## src/rtl/spi_master_ctl.sv

```systemverilog
// Register-mapped SPI master: byte transfers with selectable CPOL/CPHA/bit order,
// programmable prescaler, a one-deep TX holding register and status/interrupt flags.
module spi_master_ctl #(
  parameter int         NUM_CS     = 4,
  parameter logic [7:0] RESET_DIV  = 8'd0,
  parameter logic [1:0] RESET_MODE = 2'b00
) (
  input  logic              clk,
  input  logic              rst,
  input  logic [2:0]        AD,
  input  logic [7:0]        DI,
  output logic [7:0]        DO,
  input  logic              rw,
  input  logic              cs,
  output logic              irq,
  output logic              sck,
  output logic              mosi,
  input  logic              miso,
  output logic [NUM_CS-1:0] ss_n
);

  typedef enum logic [1:0] {
    ST_IDLE  = 2'd0,
    ST_SHIFT = 2'd1,
    ST_DONE  = 2'd2
  } state_t;

  state_t            state_r;
  logic              cpol_r, cpha_r, lsbf_r, ie_r;
  logic [7:0]        presc_r;
  logic              cpol_l_r, cpha_l_r, lsbf_l_r;
  logic [7:0]        presc_l_r;
  logic [7:0]        tx_sh_r, rx_sh_r, hold_r, rx_r;
  logic [7:0]        div_cnt_r;
  logic [3:0]        edge_cnt_r;
  logic              sck_r, mosi_r, irq_r;
  logic [NUM_CS-1:0] ss_n_r;
  logic              pend_r, rxv_r, ovr_r, wcol_r;
  logic [7:0]        do_r;

  logic       wr_s, rd_s, data_wr_s, data_rd_s, cfg_wr_s, sts_wr_s;
  logic       busy_s, done_s, rdy_s;
  logic       start_s;
  logic [7:0] start_data_s;
  logic       pend_set_s, wcol_set_s;
  logic       pend_nx_s, rxv_nx_s, ovr_nx_s, wcol_nx_s, ie_nx_s;
  logic       sample_s, drive_s;
  logic [7:0] ss_rd_s, rd_data_s;

  function automatic logic out_bit(input logic [7:0] d, input logic lsbf);
    return lsbf ? d[0] : d[7];
  endfunction

  function automatic logic [7:0] shift_out(input logic [7:0] d, input logic lsbf);
    return lsbf ? {1'b1, d[7:1]} : {d[6:0], 1'b1};
  endfunction

  function automatic logic [7:0] shift_in(input logic [7:0] d, input logic b, input logic lsbf);
    return lsbf ? {b, d[7:1]} : {d[6:0], b};
  endfunction

  assign DO   = do_r;
  assign irq  = irq_r;
  assign sck  = sck_r;
  assign mosi = mosi_r;
  assign ss_n = ss_n_r;

  // Bus decode and transfer-start selection
  always_comb begin
    wr_s      = cs & ~rw;
    rd_s      = cs & rw;
    data_wr_s = wr_s & (AD == 3'd1);
    data_rd_s = rd_s & (AD == 3'd1);
    cfg_wr_s  = wr_s & (AD == 3'd0);
    sts_wr_s  = wr_s & (AD == 3'd4);
    busy_s    = (state_r != ST_IDLE);
    done_s    = (state_r == ST_DONE);
    rdy_s     = ~busy_s & ~pend_r;
    start_s      = 1'b0;
    start_data_s = DI;
    case (state_r)
      ST_IDLE: start_s = data_wr_s;
      ST_DONE: begin
        // A write landing in DONE with nothing pending goes straight to the shifter
        if (pend_r) begin
          start_s      = 1'b1;
          start_data_s = hold_r;
        end else begin
          start_s = data_wr_s;
        end
      end
      default: start_s = 1'b0;
    endcase
  end

  // Next values of the status flags and interrupt enable
  always_comb begin
    pend_set_s = data_wr_s & busy_s & ~pend_r & ~done_s;
    wcol_set_s = data_wr_s & pend_r;
    if (done_s & pend_r) begin
      pend_nx_s = 1'b0;
    end else if (pend_set_s) begin
      pend_nx_s = 1'b1;
    end else begin
      pend_nx_s = pend_r;
    end
    if (done_s) begin
      rxv_nx_s = 1'b1;
    end else if (data_rd_s) begin
      rxv_nx_s = 1'b0;
    end else begin
      rxv_nx_s = rxv_r;
    end
    if (done_s & rxv_r & ~data_rd_s) begin
      ovr_nx_s = 1'b1;
    end else if (sts_wr_s & DI[2]) begin
      ovr_nx_s = 1'b0;
    end else begin
      ovr_nx_s = ovr_r;
    end
    if (wcol_set_s) begin
      wcol_nx_s = 1'b1;
    end else if (sts_wr_s & DI[3]) begin
      wcol_nx_s = 1'b0;
    end else begin
      wcol_nx_s = wcol_r;
    end
    if (cfg_wr_s) begin
      ie_nx_s = DI[3];
    end else begin
      ie_nx_s = ie_r;
    end
  end

  // Edge-phase decode: sampling on odd edges for CPHA=0, even edges for CPHA=1
  always_comb begin
    sample_s = (edge_cnt_r[0] == cpha_l_r);
    drive_s  = (edge_cnt_r[0] != cpha_l_r) & (edge_cnt_r != 4'd15);
  end

  // Read-data multiplexer
  always_comb begin
    ss_rd_s             = 8'h00;
    ss_rd_s[NUM_CS-1:0] = ~ss_n_r;
    case (AD)
      3'd0:    rd_data_s = {rdy_s, 3'b000, ie_r, lsbf_r, cpol_r, cpha_r};
      3'd1:    rd_data_s = rx_r;
      3'd2:    rd_data_s = presc_r;
      3'd3:    rd_data_s = ss_rd_s;
      3'd4:    rd_data_s = {4'b0000, wcol_r, ovr_r, rxv_r, busy_s};
      default: rd_data_s = 8'h00;
    endcase
  end

  // Register file, status flags, read data and interrupt output
  always_ff @(posedge clk or negedge rst) begin
    if (!rst) begin
      cpol_r <= RESET_MODE[1];
      cpha_r <= RESET_MODE[0];
      lsbf_r <= 1'b0;
      ie_r   <= 1'b0;
      presc_r <= RESET_DIV;
      ss_n_r <= {NUM_CS{1'b1}};
      hold_r <= 8'hFF;
      rx_r   <= 8'hFF;
      pend_r <= 1'b0;
      rxv_r  <= 1'b0;
      ovr_r  <= 1'b0;
      wcol_r <= 1'b0;
      irq_r  <= 1'b0;
      do_r   <= 8'h00;
    end else begin
      if (cfg_wr_s) begin
        cpha_r <= DI[0];
        cpol_r <= DI[1];
        lsbf_r <= DI[2];
      end
      if (wr_s & (AD == 3'd2)) begin
        presc_r <= DI;
      end
      if (wr_s & (AD == 3'd3)) begin
        ss_n_r <= ~DI[NUM_CS-1:0];
      end
      if (pend_set_s) begin
        hold_r <= DI;
      end
      if (done_s) begin
        rx_r <= rx_sh_r;
      end
      if (rd_s) begin
        do_r <= rd_data_s;
      end
      ie_r   <= ie_nx_s;
      pend_r <= pend_nx_s;
      rxv_r  <= rxv_nx_s;
      ovr_r  <= ovr_nx_s;
      wcol_r <= wcol_nx_s;
      irq_r  <= ie_nx_s & (rxv_nx_s | wcol_nx_s);
    end
  end

  // Transfer FSM with shift datapath and registered sck/mosi
  always_ff @(posedge clk or negedge rst) begin
    if (!rst) begin
      state_r    <= ST_IDLE;
      cpol_l_r   <= RESET_MODE[1];
      cpha_l_r   <= RESET_MODE[0];
      lsbf_l_r   <= 1'b0;
      presc_l_r  <= RESET_DIV;
      tx_sh_r    <= 8'hFF;
      rx_sh_r    <= 8'hFF;
      div_cnt_r  <= 8'd0;
      edge_cnt_r <= 4'd0;
      sck_r      <= RESET_MODE[1];
      mosi_r     <= 1'b1;
    end else if (start_s) begin
      // Mode, bit order and prescaler are frozen for the whole transfer
      state_r    <= ST_SHIFT;
      cpol_l_r   <= cpol_r;
      cpha_l_r   <= cpha_r;
      lsbf_l_r   <= lsbf_r;
      presc_l_r  <= presc_r;
      div_cnt_r  <= 8'd0;
      edge_cnt_r <= 4'd0;
      sck_r      <= cpol_r;
      if (cpha_r) begin
        mosi_r  <= 1'b1;
        tx_sh_r <= start_data_s;
      end else begin
        mosi_r  <= out_bit(start_data_s, lsbf_r);
        tx_sh_r <= shift_out(start_data_s, lsbf_r);
      end
    end else begin
      case (state_r)
        ST_IDLE: begin
          sck_r  <= cpol_r;
          mosi_r <= 1'b1;
        end
        ST_SHIFT: begin
          if (div_cnt_r == presc_l_r) begin
            div_cnt_r <= 8'd0;
            sck_r     <= ~sck_r;
            if (sample_s) begin
              rx_sh_r <= shift_in(rx_sh_r, miso, lsbf_l_r);
            end
            if (drive_s) begin
              mosi_r  <= out_bit(tx_sh_r, lsbf_l_r);
              tx_sh_r <= shift_out(tx_sh_r, lsbf_l_r);
            end
            if (edge_cnt_r == 4'd15) begin
              state_r <= ST_DONE;
            end else begin
              edge_cnt_r <= edge_cnt_r + 4'd1;
            end
          end else begin
            div_cnt_r <= div_cnt_r + 8'd1;
          end
        end
        ST_DONE: begin
          state_r <= ST_IDLE;
          sck_r   <= cpol_r;
          mosi_r  <= 1'b1;
        end
        default: begin
          state_r <= ST_IDLE;
        end
      endcase
    end
  end

endmodule

```

## config.mk

```make
export PLATFORM = sky130hd
export DESIGN_NAME = spi_master_ctl
export DESIGN_NICKNAME = d
export VERILOG_FILES = /design/src/rtl/spi_master_ctl.sv
export SDC_FILE = /design/constraint.sdc
export NUM_CORES = 1
export LEC_CHECK = 0
export ABC_AREA = 1
export BUFFER_PORTS_ARGS = -buffer_cell sky130_fd_sc_hd__buf_2
export CORE_AREA = 2 2 88 90
export CTS_CLUSTER_DIAMETER = 30
export DETAILED_ROUTE_END_ITERATION = 8
export DIE_AREA = 0 0 90 92
export PLACE_DENSITY = 0.89
export SYNTH_ARGS = -nofsm -noshare
export SYNTH_HDL_FRONTEND = slang
export SYNTH_SLANG_ARGS = --single-unit
export TNS_END_PERCENT = 10
```

## constraint.sdc

```tcl
create_clock -name clk -period 3.6 [get_ports clk]
set_input_delay 0.36 -clock clk [delete_from_list [all_inputs] [get_ports clk]]
set_output_delay 0.36 -clock clk [all_outputs]
set_load 0.005 [all_outputs]
```

# Word-level counts from Yosys, hierarchy flattened
# Cells that the tools add are included.
[word_totals]
ff_bits = 87
inputBits = 16
out_inout_bits = 15
wordCells = 131
[classes]
n_addsub = 2
eq_ne = 16
muxes = 43
bitwise_logic = 30
reduce_logical = 16
[ops]
columns = ["op", "n"]
rows = [
  ["$mux 8", 13],
  ["$pmux 8 s5", 1],
  ["$and 1x1->1", 20],
  ["$mux 1", 18],
  ["$mux 4", 4],
  ["$reduce_and 3->1", 4],
  ["$reduce_bool 2->1", 6],
  ["$ne 3x3->1 const B", 3],
  ["$add 8x1->8 const B", 1],
  ["$eq 8x8->1", 1],
  ["$not 4->4", 2],
  ["$not 1->1", 7],
  ["$eq 3x2->1 const B", 2],
  ["$mux 2", 3],
  ["$pmux 1 s2", 3],
  ["$add 4x1->4 const B", 1],
  ["$eq 4x4->1 const B", 1],
  ["$ne 2x2->1 const B", 2],
  ["$ne 4x4->1 const B", 1],
  ["$pmux 2 s2", 1],
  ["$reduce_and 4->1", 1],
  ["$eq 3x1->1 const B", 1],
  ["$eq 3x3->1 const B", 1],
  ["$logic_not 3->1", 1],
  ["other kinds (9)", 9],
]

# Longest topological paths before layout
# Gate-level depths: netlist of the first run.
[logic_depth]
word_depth = 8
ltp_mapped = 11
ltp_nobuf = 10

# Worst setup path before layout of the first run
# OpenSTA, ideal clock, no wires.
[synth_timing]
kind = "register to register"
from = "register div_cnt_r[3]"
to = "register rx_sh_r[3]"
setup_time_ns = 0.081
arrival_ns = 1.372
required_ns = 3.519
slack_ns = 2.147
path_stages_with_launch = 11
n_path_buf = 2
period_less_slack_ns = 1.453
path_cell_list = "dfrtp_1 > buf_2 > xnor2_1 > nand2_1 > nor2_1 > nand2_1 > nor2_2 > nand2_2 > buf_6 > nand2_2 > o21ai_2"
[synth_between]
elab_chain_len = 2
[synth_rtl]
columns = ["item", "line", "rtl"]
rows = [
  ["start: declaration", "34", "logic [7:0] div_cnt_r;"],
  ["start signal: assignment", "256", "div_cnt_r <= div_cnt_r + 8'd1;"],
  ["$eq 8x8->1", "240", "if (div_cnt_r == presc_l_r) begin"],
  ["$reduce_and 4->1 (no source line)", "-", ""],
  ["end signal: assignment", "244", "rx_sh_r <= shift_in(rx_sh_r, miso, lsbf_l_r);"],
  ["end: declaration", "33", "logic [7:0] tx_sh_r, rx_sh_r, hold_r, rx_r;"],
]
# Every way passes these cells.
# A chain may end at the register's enable or synchronous reset.

# Worst setup path after layout of the first run
[layout_timing]
from = "register state_r[0]"
to = "register tx_sh_r[3]"
[layout_between]
elab_chain_len = 5
word_cells_on_any_way = 12
classes_between = "2 x eq/ne; 5 x mux; 5 x reduce/logical"
[layout_rtl]
columns = ["item", "line", "rtl"]
rows = [
  ["start: declaration", "28", "state_t state_r;"],
  ["start signal: assignment", "205", "state_r <= ST_IDLE;"],
  ["start signal: assignment", "218", "state_r <= ST_SHIFT;"],
  ["start signal: assignment", "251", "state_r <= ST_DONE;"],
  ["$eq 2x2->1", "81", "case (state_r)"],
  ["$mux 8", "81", ""],
  ["$mux 8", "55", "return lsbf ? {1'b1, d[7:1]} : {d[6:0], 1'b1};"],
  ["$mux 8", "226", "if (cpha_r) begin"],
  ["$mux 8", "216", "end else if (start_s) begin"],
  ["end signal: assignment", "228", "tx_sh_r <= start_data_s;"],
  ["end signal: assignment", "231", "tx_sh_r <= shift_out(start_data_s, lsbf_r);"],
  ["end signal: assignment", "248", "tx_sh_r <= shift_out(tx_sh_r, lsbf_l_r);"],
  ["end: declaration", "33", ""],
]
# Several ways; a longest one is shown, not always the timed one.

==> results of run 1 <==
where the power goes:
part           switching, uW  internal [uW]
sequential               225           1280
combinational            438            304
clock                    345            294
state kept, by name (all words and copies together) (netlist names), 2 cells and up:
name        flops
rx_sh_r         8
ss_n            4
div_cnt_r       8
rx_r            8
presc_r         8
tx_sh_r         8
edge_cnt_r      4
DO              8
presc_l_r       8
hold_r          8
state_r         2
kinds of logic after synthesis:
kind of cell / Yosys count / synth area share, %
DFF: 87 / 48.1
AOI/OAI and AO/OA: 99 / 12.0
and+or+nand+nor: 304 / 28.9
xor gates and xnor gates: 11 / 2.09
muxes: 2 / 0.434
adders and majority gates: 2 / 0.542
buffers and inverters: 81 / 7.86
worst min path at each step:
stage / end / slack [ns] / cells past startpoint
after global routing: ss_n[0]$_DFFE_PN1P_ / 0.20 / 2
after CTS: ss_n[2]$_DFFE_PN1P_ / 0.17 / 2
final: DO[6]$_DFFE_PN0P_ / 0.18 / 1
after global placement: mosi$_DFFE_PN1P_ / 0.45 / 2
after floorplan: DO[0]$_DFFE_PN0P_ / 0.06 / 0
after detailed placement: mosi$_DFFE_PN1P_ / 0.46 / 2
layer usage:
metal,up-vias,GRT usage (%),share of wire (%)
li1,1934,-,-
met1,1894,36.2,43
met2,165,44.0,48
met3,26,4.35,6.9
met4,0,10.3,2.2
met5,-,0,0
cell type report:
| class | count | area [sq um] |
|---|---|---|
| fill | 615 | 2490 |
| sequential | 87 | 2220 |
| multi-input combinational | 418 | 2030 |
| inverter | 61 | 234 |
| clock buffer | 13 | 159 |
| timing repair buffer | 30 | 153 |
| tap | 102 | 128 |
| clock inverter | 3 | 26.3 |
cell usage after synthesis (all sizes together):
cell type / instances
a21oi: 4
a22o: 2
buf: 12
clkbuf: 8
clkinv: 1
dfrtp: 50
dfstp: 37
ha: 2
inv: 60
mux2i: 2
nand2: 214
nand3: 55
nand3b: 3
nand4: 8
nor2: 18
nor3: 4
nor4: 1
o211ai: 4
o21ai: 83
o22ai: 6
or2: 1
xnor2: 5
xor2: 6
worst max-delay path, delay by kind of cell, from the launching register on:
family / cells / cell delay (ns)
compound gates: 1 / 0.22
buf+inv: 2 / 0.34
flops: 1 / 0.51
simple gates: 4 / 0.99
stage by stage:
step                      hold slack (ns)  setup WS, ns
after floorplan                    0.0644          2.15
after global placement              0.454          1.63
after detailed placement            0.455          1.53
after CTS                           0.166          1.50
after global routing                0.201          1.25
final                               0.175          1.45
==> run summary, run 1 <==
Status -> finished, final reports clean
Worst-Margin Slew -> 1.02 ns
Cells after Synth -> 586
Area share of the largest cell type after synthesis -> 27.1%
CP max stage delay -> 0.51 ns
LEAKAGE -> 0.00242 uW
Mapped Area -> 4620 sq um
Max VDD drop -> 0.000350 V
Post-route cell area -> 4950 sq um
Post-Place Cell Area -> 4770 sq um
Post-DRT Antenna Nets -> 0
Worst r2r dst -> tx_sh_r[3]$_DFFE_PN1P_
Net Count, Synth -> 604
First-pass GRT wire length -> 17800 um
ANT cells -> 0
Reg2Reg Setup Slack -> 1.45 ns
Total Wirelength -> 10500 um
Element type at the critical path end -> flip-flop
Crit Path Max Fanout -> 30
Buffer count from post-CTS setup fixing -> 0
PortBufs -> 30
Pwr per Cell Area -> 582 nW/um^2
Max cap viols -> 0
CTS tree -> yes
Fmax -> 466 MHz
FF-to-FF Start -> state_r[0]$_DFFE_PN0P_
Die Wd -> 90 um
Via count -> 4019
Leading area contributor after synthesis -> dfrtp_1
Row Count -> 32
Die area -> 8280 sq um
#FFs+latches synth -> 87
DR WL/cell -> 14.7 um
Tot Pwr -> 2880 uW
Kind of critical path -> reg2reg
Slew headroom -> 31.7%
CP Launch Type -> flip-flop
Worst hold path class -> in2async
Finish-stage setup viols -> 0
R2R cell count -> 7
Initial core utilization -> 62.0%
Largest net degree at the start of global routing -> 88
Setup crit end -> tx_sh_r[3]$_DFFE_PN1P_
Dpl hpwl -> 7610 um
Clock slew at reported path FFs -> 0.09 ns
H-tree depth -> 3
Layout cell share with drive strength beyond 1 -> 18.1%
CORE AREA -> 7450 sq um
Total CTS buffers -> 9
Worst path arrival time -> 2.43 ns
RSZ-0062 raised after global routing -> false
Root Buffer -> clkbuf_8
CTS sink count -> 87
Initial antenna violation count -> 0
Clk buf depth -> 2
Non-filler cells, final -> 714
Worst Clk Skew -> 0.0176 ns
Synthesis warning total -> 0
DRC -> 0
Worst path slowest cell -> dfrtp_1
RD Place Congestion -> 1.01
# nets final -> 625
CP cell instances -> inv_4 > nand3_4 > nand2_4 > inv_4 > nand2_4 > nand3_2 > o21ai_1
Synth area leaders -> dfrtp_1 (27%), dfstp_2 (21%), nand2_1 (17%)
Post-CTS sizing -> 0
Number of global-route vias before repair -> 3801
Starting DRT DRC Count -> 371
Worst Setup SP -> state_r[0]$_DFFE_PN0P_
Vias/cell -> 5.63
Hold buffers post-CTS -> 0
Fin util -> 66.5%
Period Utilization, post-route -> 59.7%
Synth-to-layout area growth -> 7.29%
Tmin final -> 2.15 ns
IO Pins -> 31
Placed Cells -> 698
GRT overflow -> 0
Total Routing Usage GR -> 26.9%
Mean post-synth cell area -> 7.88 sq um
Setup_tns -> 0 ns
Worst endpoint required time -> 3.89 ns
Fraction of the yosys area taken by sequential cells -> 48.1%
Hold Fails Final Rpt -> 0
Commonest non-fill, non-tap cell in the layout -> nand2_1
Netlist cell types -> 36
Clk_lat worst skew -> 0.36 ns
Die height -> 92 um
Most frequent cells in the layout -> nand2_1 (208), o21ai_0 (63), inv_1 (54), nand3_1 (51), dfrtp_1 (50)
Pins Over Slew Limit -> 0
First-pass detailed-route iteration total -> 5
Power figures use the tool's default switching activity.
==> run 2: changes to the inputs <==
- ABC_AREA: 1 -> 0
- CORE_AREA: 2 2 88 90 -> 2 2 90 92
- DIE_AREA: 0 0 90 92 -> 0 0 92 94
- PLACE_DENSITY: 0.89 -> 0.84
- clock period: 3.6 -> 2.2 ns (I/O delays scaled with it)
==> run 2 against run 1 <==
Against the previous run: first-iteration DRC count shrank 49%; largest power group unchanged; critical endpoint is now rx_sh_r[2]$_DFFE_PN1P_; largest cell class unchanged; clock skew shrank 0.0081 ns; critical path depth shrank 2; non-clock buffer count grew 13; setup slack lost 1.3 ns; register-to-register slack lost 1.3 ns; power grew 18%; die area grew 4.4%; flip-flop and latch count is the same.
==> run summary, run 2 <==
Status -> finished, final reports clean
Root Buffer -> clkbuf_8
Worst path arrival time -> 2.36 ns (-0.07 ns)
Count leader, synth -> nand2_1
GRT overflow -> 0 (unchanged)
Top FF cell, synth -> dfrtp_1
Clock power share -> 36.3% (+14 points)
Worst Clk Skew -> 0.00954 ns (-0.00807 ns)
Worst hold path class -> in2reg
Net Count, Synth -> 440 (-27%)
Most frequent cells in the layout -> nand2_1 (69), dfrtp_1 (50), mux2_2 (49), dfstp_2 (37), o21ai_0 (34)
Row Count -> 32 (unchanged)
Total Routing Usage GR -> 24.3% (-2.5 points)
Worst-Margin Slew -> 0.748 ns (-0.276 ns)
LEAKAGE -> 0.00221 uW (-8.9%)
# nets final -> 470 (-25%)
Leading area contributor after synthesis -> dfrtp_1
Post-CTS sizing -> 0 (unchanged)
CTS tree -> yes
RSZ-0062 raised after global routing -> false
CORE AREA -> 7610 sq um (+2.2%)
Clk_lat worst skew -> 0.36 ns (about the same)
NetSw -> 846 uW (-16%)
Clk buf depth -> 2 (unchanged)
Element type at the critical path end -> flip-flop
IO Pins -> 31 (unchanged)
PortBufs -> 30 (unchanged)
Synthesis warning total -> 0 (unchanged)
Starting DRT DRC Count -> 191 (-49%)
Total Wirelength -> 9640 um (-8.3%)
Fmax -> 482 MHz (+3.5%)
Buffer count from post-CTS setup fixing -> 0 (unchanged)
Vias/cell -> 5.87 (+4.4%)
Die height -> 94 um (+2.2%)
First-pass detailed-route iteration total -> 5 (unchanged)
Post-DRT Antenna Nets -> 0 (unchanged)
Max VDD drop -> 0.000568 V (+62%)
Crit Path Max Fanout -> 8 (-73%)
Netlist cell types -> 49 (+36%)
DRC -> 0 (unchanged)
Initial antenna violation count -> 0 (unchanged)
Sequential power share -> 52.8% (+0.7 points)
DR WL/cell -> 17.2 um (+17%)
CP Launch Type -> flip-flop
Worst endpoint required time -> 2.49 ns (-1.40 ns)
Pwr per Cell Area -> 675 nW/um^2 (+16%)
Via count -> 3284 (-18%)
Die Wd -> 92 um (+2.2%)
Setup_tns -> 0 ns (unchanged)
Post-Place Cell Area -> 4800 sq um (+0.58%)
Post-route cell area -> 5030 sq um (+1.5%)
Total CTS buffers -> 9 (unchanged)
FF-to-FF Start -> div_cnt_r[6]$_DFFE_PN0P_
Max cap viols -> 0 (unchanged)
Kind of critical path -> reg2reg
Tmin final -> 2.08 ns (-0.0723 ns)
Commonest non-fill, non-tap cell in the layout -> nand2_1
Number of global-route vias before repair -> 3287 (-14%)
Dpl hpwl -> 7030 um (-7.6%)
Hold endpoint -> hold_r[6]$_DFFE_PN1P_
Mean post-synth cell area -> 10.7 sq um (+36%)
Slew headroom -> 50.1% (+18 points)
#FFs+latches synth -> 87 (unchanged)
RD Place Congestion -> 0.875 (-13%)
R2R cell count -> 5 (-2)
Worst r2r dst -> rx_sh_r[2]$_DFFE_PN1P_
Synth-to-layout area growth -> 11.3%
H-tree depth -> 3 (unchanged)
Hold_sp -> DI[6]
Clock slew at reported path FFs -> 0.08 ns (about the same)
Cells after Synth -> 422 (-28%)
Largest net degree at the start of global routing -> 48 (-45%)
ANT cells -> 0 (unchanged)
Internal Power -> 2550 uW (+36%)
Initial core utilization -> 59.4% (-2.6 points)
Fraction of the yosys area taken by sequential cells -> 49.2% (+1.0 points)
Combinational Power Share -> 10.8% (-15 points)
Area share of the largest cell type after synthesis -> 27.7% (+0.58 points)
Worst hold stages -> 2
Ys async rst share -> 100% (unchanged)
Synth area leaders -> dfrtp_1 (28%), dfstp_2 (22%), mux2_2 (12%)
First-pass GRT wire length -> 16200 um (-8.7%)
Period Utilization, post-route -> 94.3% (+35 points)
Number of fill cells -> 601 (-2.3%)
Pins Over Slew Limit -> 0 (unchanged)
Finish-stage setup viols -> 0 (unchanged)
Die area -> 8650 sq um (+4.4%)
Hold Fails Final Rpt -> 0 (unchanged)
Most instantiated cells after synthesis -> nand2_1 (69), dfrtp_1 (50), mux2_2 (49), dfstp_2 (37), o21ai_0 (35)
Sw frac -> 24.9% (-10 points)
Mapped Area -> 4520 sq um (-2.1%)
Reg2Reg Setup Slack -> 0.12 ns (-1.33 ns)
Layout cell share with drive strength beyond 1 -> 33.7% (+16 points)
Hold buffers post-CTS -> 1 (+1)
CTS sink count -> 87 (unchanged)
Post-synth EDFFs -> 0 (unchanged)
## run 2: stage by stage
step | total power, uW | setup WS [ns] | cells | hold slack, ns | util (%)
2_1_floorplan | 2020 | 0.381 | 422 | -0.0756 | -
3_3_place_gp | 2170 | 0.241 | 542 | 0.265 | 63.1
3_5_place_dp | 2190 | 0.145 | 542 | 0.273 | 63.1
4_1_cts | 3410 | 0.121 | 559 | 0.128 | 66.1
5_1_grt | 3540 | 0.0232 | 559 | 0.144 | 66.1
6_report | 3390 | 0.125 | 559 | 0.139 | 66.1
## run 2: cell type report
class,count,area (sq um),share of cell area (%)
repair buffers,43,265,5.27
well taps,102,128,2.54
clock inverters,5,81.3,1.62
multi-input cells,302,2160,42.9
clock buffers,11,141,2.81
flip-flops and latches,87,2220,44.2
inverters,9,33.8,0.672
## run 2: worst max-delay path by stage
stage	slack [ns]	endpoint	from	cells after the start
detailed placement	0.14	rx_sh_r[2]$_DFFE_PN1P_	div_cnt_r[6]$_DFFE_PN0P_	5
global route	0.02	rx_sh_r[4]$_DFFE_PN1P_	div_cnt_r[6]$_DFFE_PN0P_	5
global placement	0.24	rx_sh_r[7]$_DFFE_PN1P_	div_cnt_r[6]$_DFFE_PN0P_	5
floorplan	0.38	rx_sh_r[0]$_DFFE_PN1P_	div_cnt_r[6]$_DFFE_PN0P_	5
CTS	0.12	rx_sh_r[2]$_DFFE_PN1P_	div_cnt_r[6]$_DFFE_PN0P_	5
finish	0.12	rx_sh_r[2]$_DFFE_PN1P_	div_cnt_r[6]$_DFFE_PN0P_	5
## run 2: power by group through the flow
stage / sequential, uW / combinational, uW / clock (uW)
3_5_place_dp: 1820 / 368 / 0
3_3_place_gp: 1810 / 353 / 0
4_1_cts: 1790 / 371 / 1250
6_report: 1790 / 368 / 1230
5_1_grt: 1800 / 411 / 1320
2_1_floorplan: 1780 / 237 / 0
## run 2: routing by layer
| layer | routed length [um] | track usage (%) | vias to the layer above | part of all wire (%) |
|---|---|---|---|---|
| met5 | 0 | 0 | - | 0 |
| li1 | - | - | 1561 | - |
| met1 | 4290 | 32.7 | 1587 | 44 |
| met3 | 448 | 4.01 | 26 | 4.6 |
| met2 | 4600 | 38.7 | 110 | 48 |
| met4 | 303 | 11.8 | 0 | 3.1 |
## run 2: kinds of logic (layout without fill, tap and decap cells)
kind of cell | count (synthesis) | count (layout) | synth area share [%]
and+or+nand+nor | 127 | 127 | 13.7
DFF | 87 | 87 | 49.2
AOI/OAI and AO/OA | 85 | 85 | 11.6
muxes | 76 | 76 | 19.6
buffers and inverters | 33 | 68 | 3.10
xor gates and xnor gates | 12 | 12 | 2.33
adders and majority gates | 2 | 2 | 0.553
## run 2: worst max-delay path, cell delays in order, from the launching register on
cell and delay, ns:
dfrtp_1 0.44, xor2_1 0.21, nor4_4 0.44, nand3_2 0.23, nor2_4 0.31, mux2_2 0.38
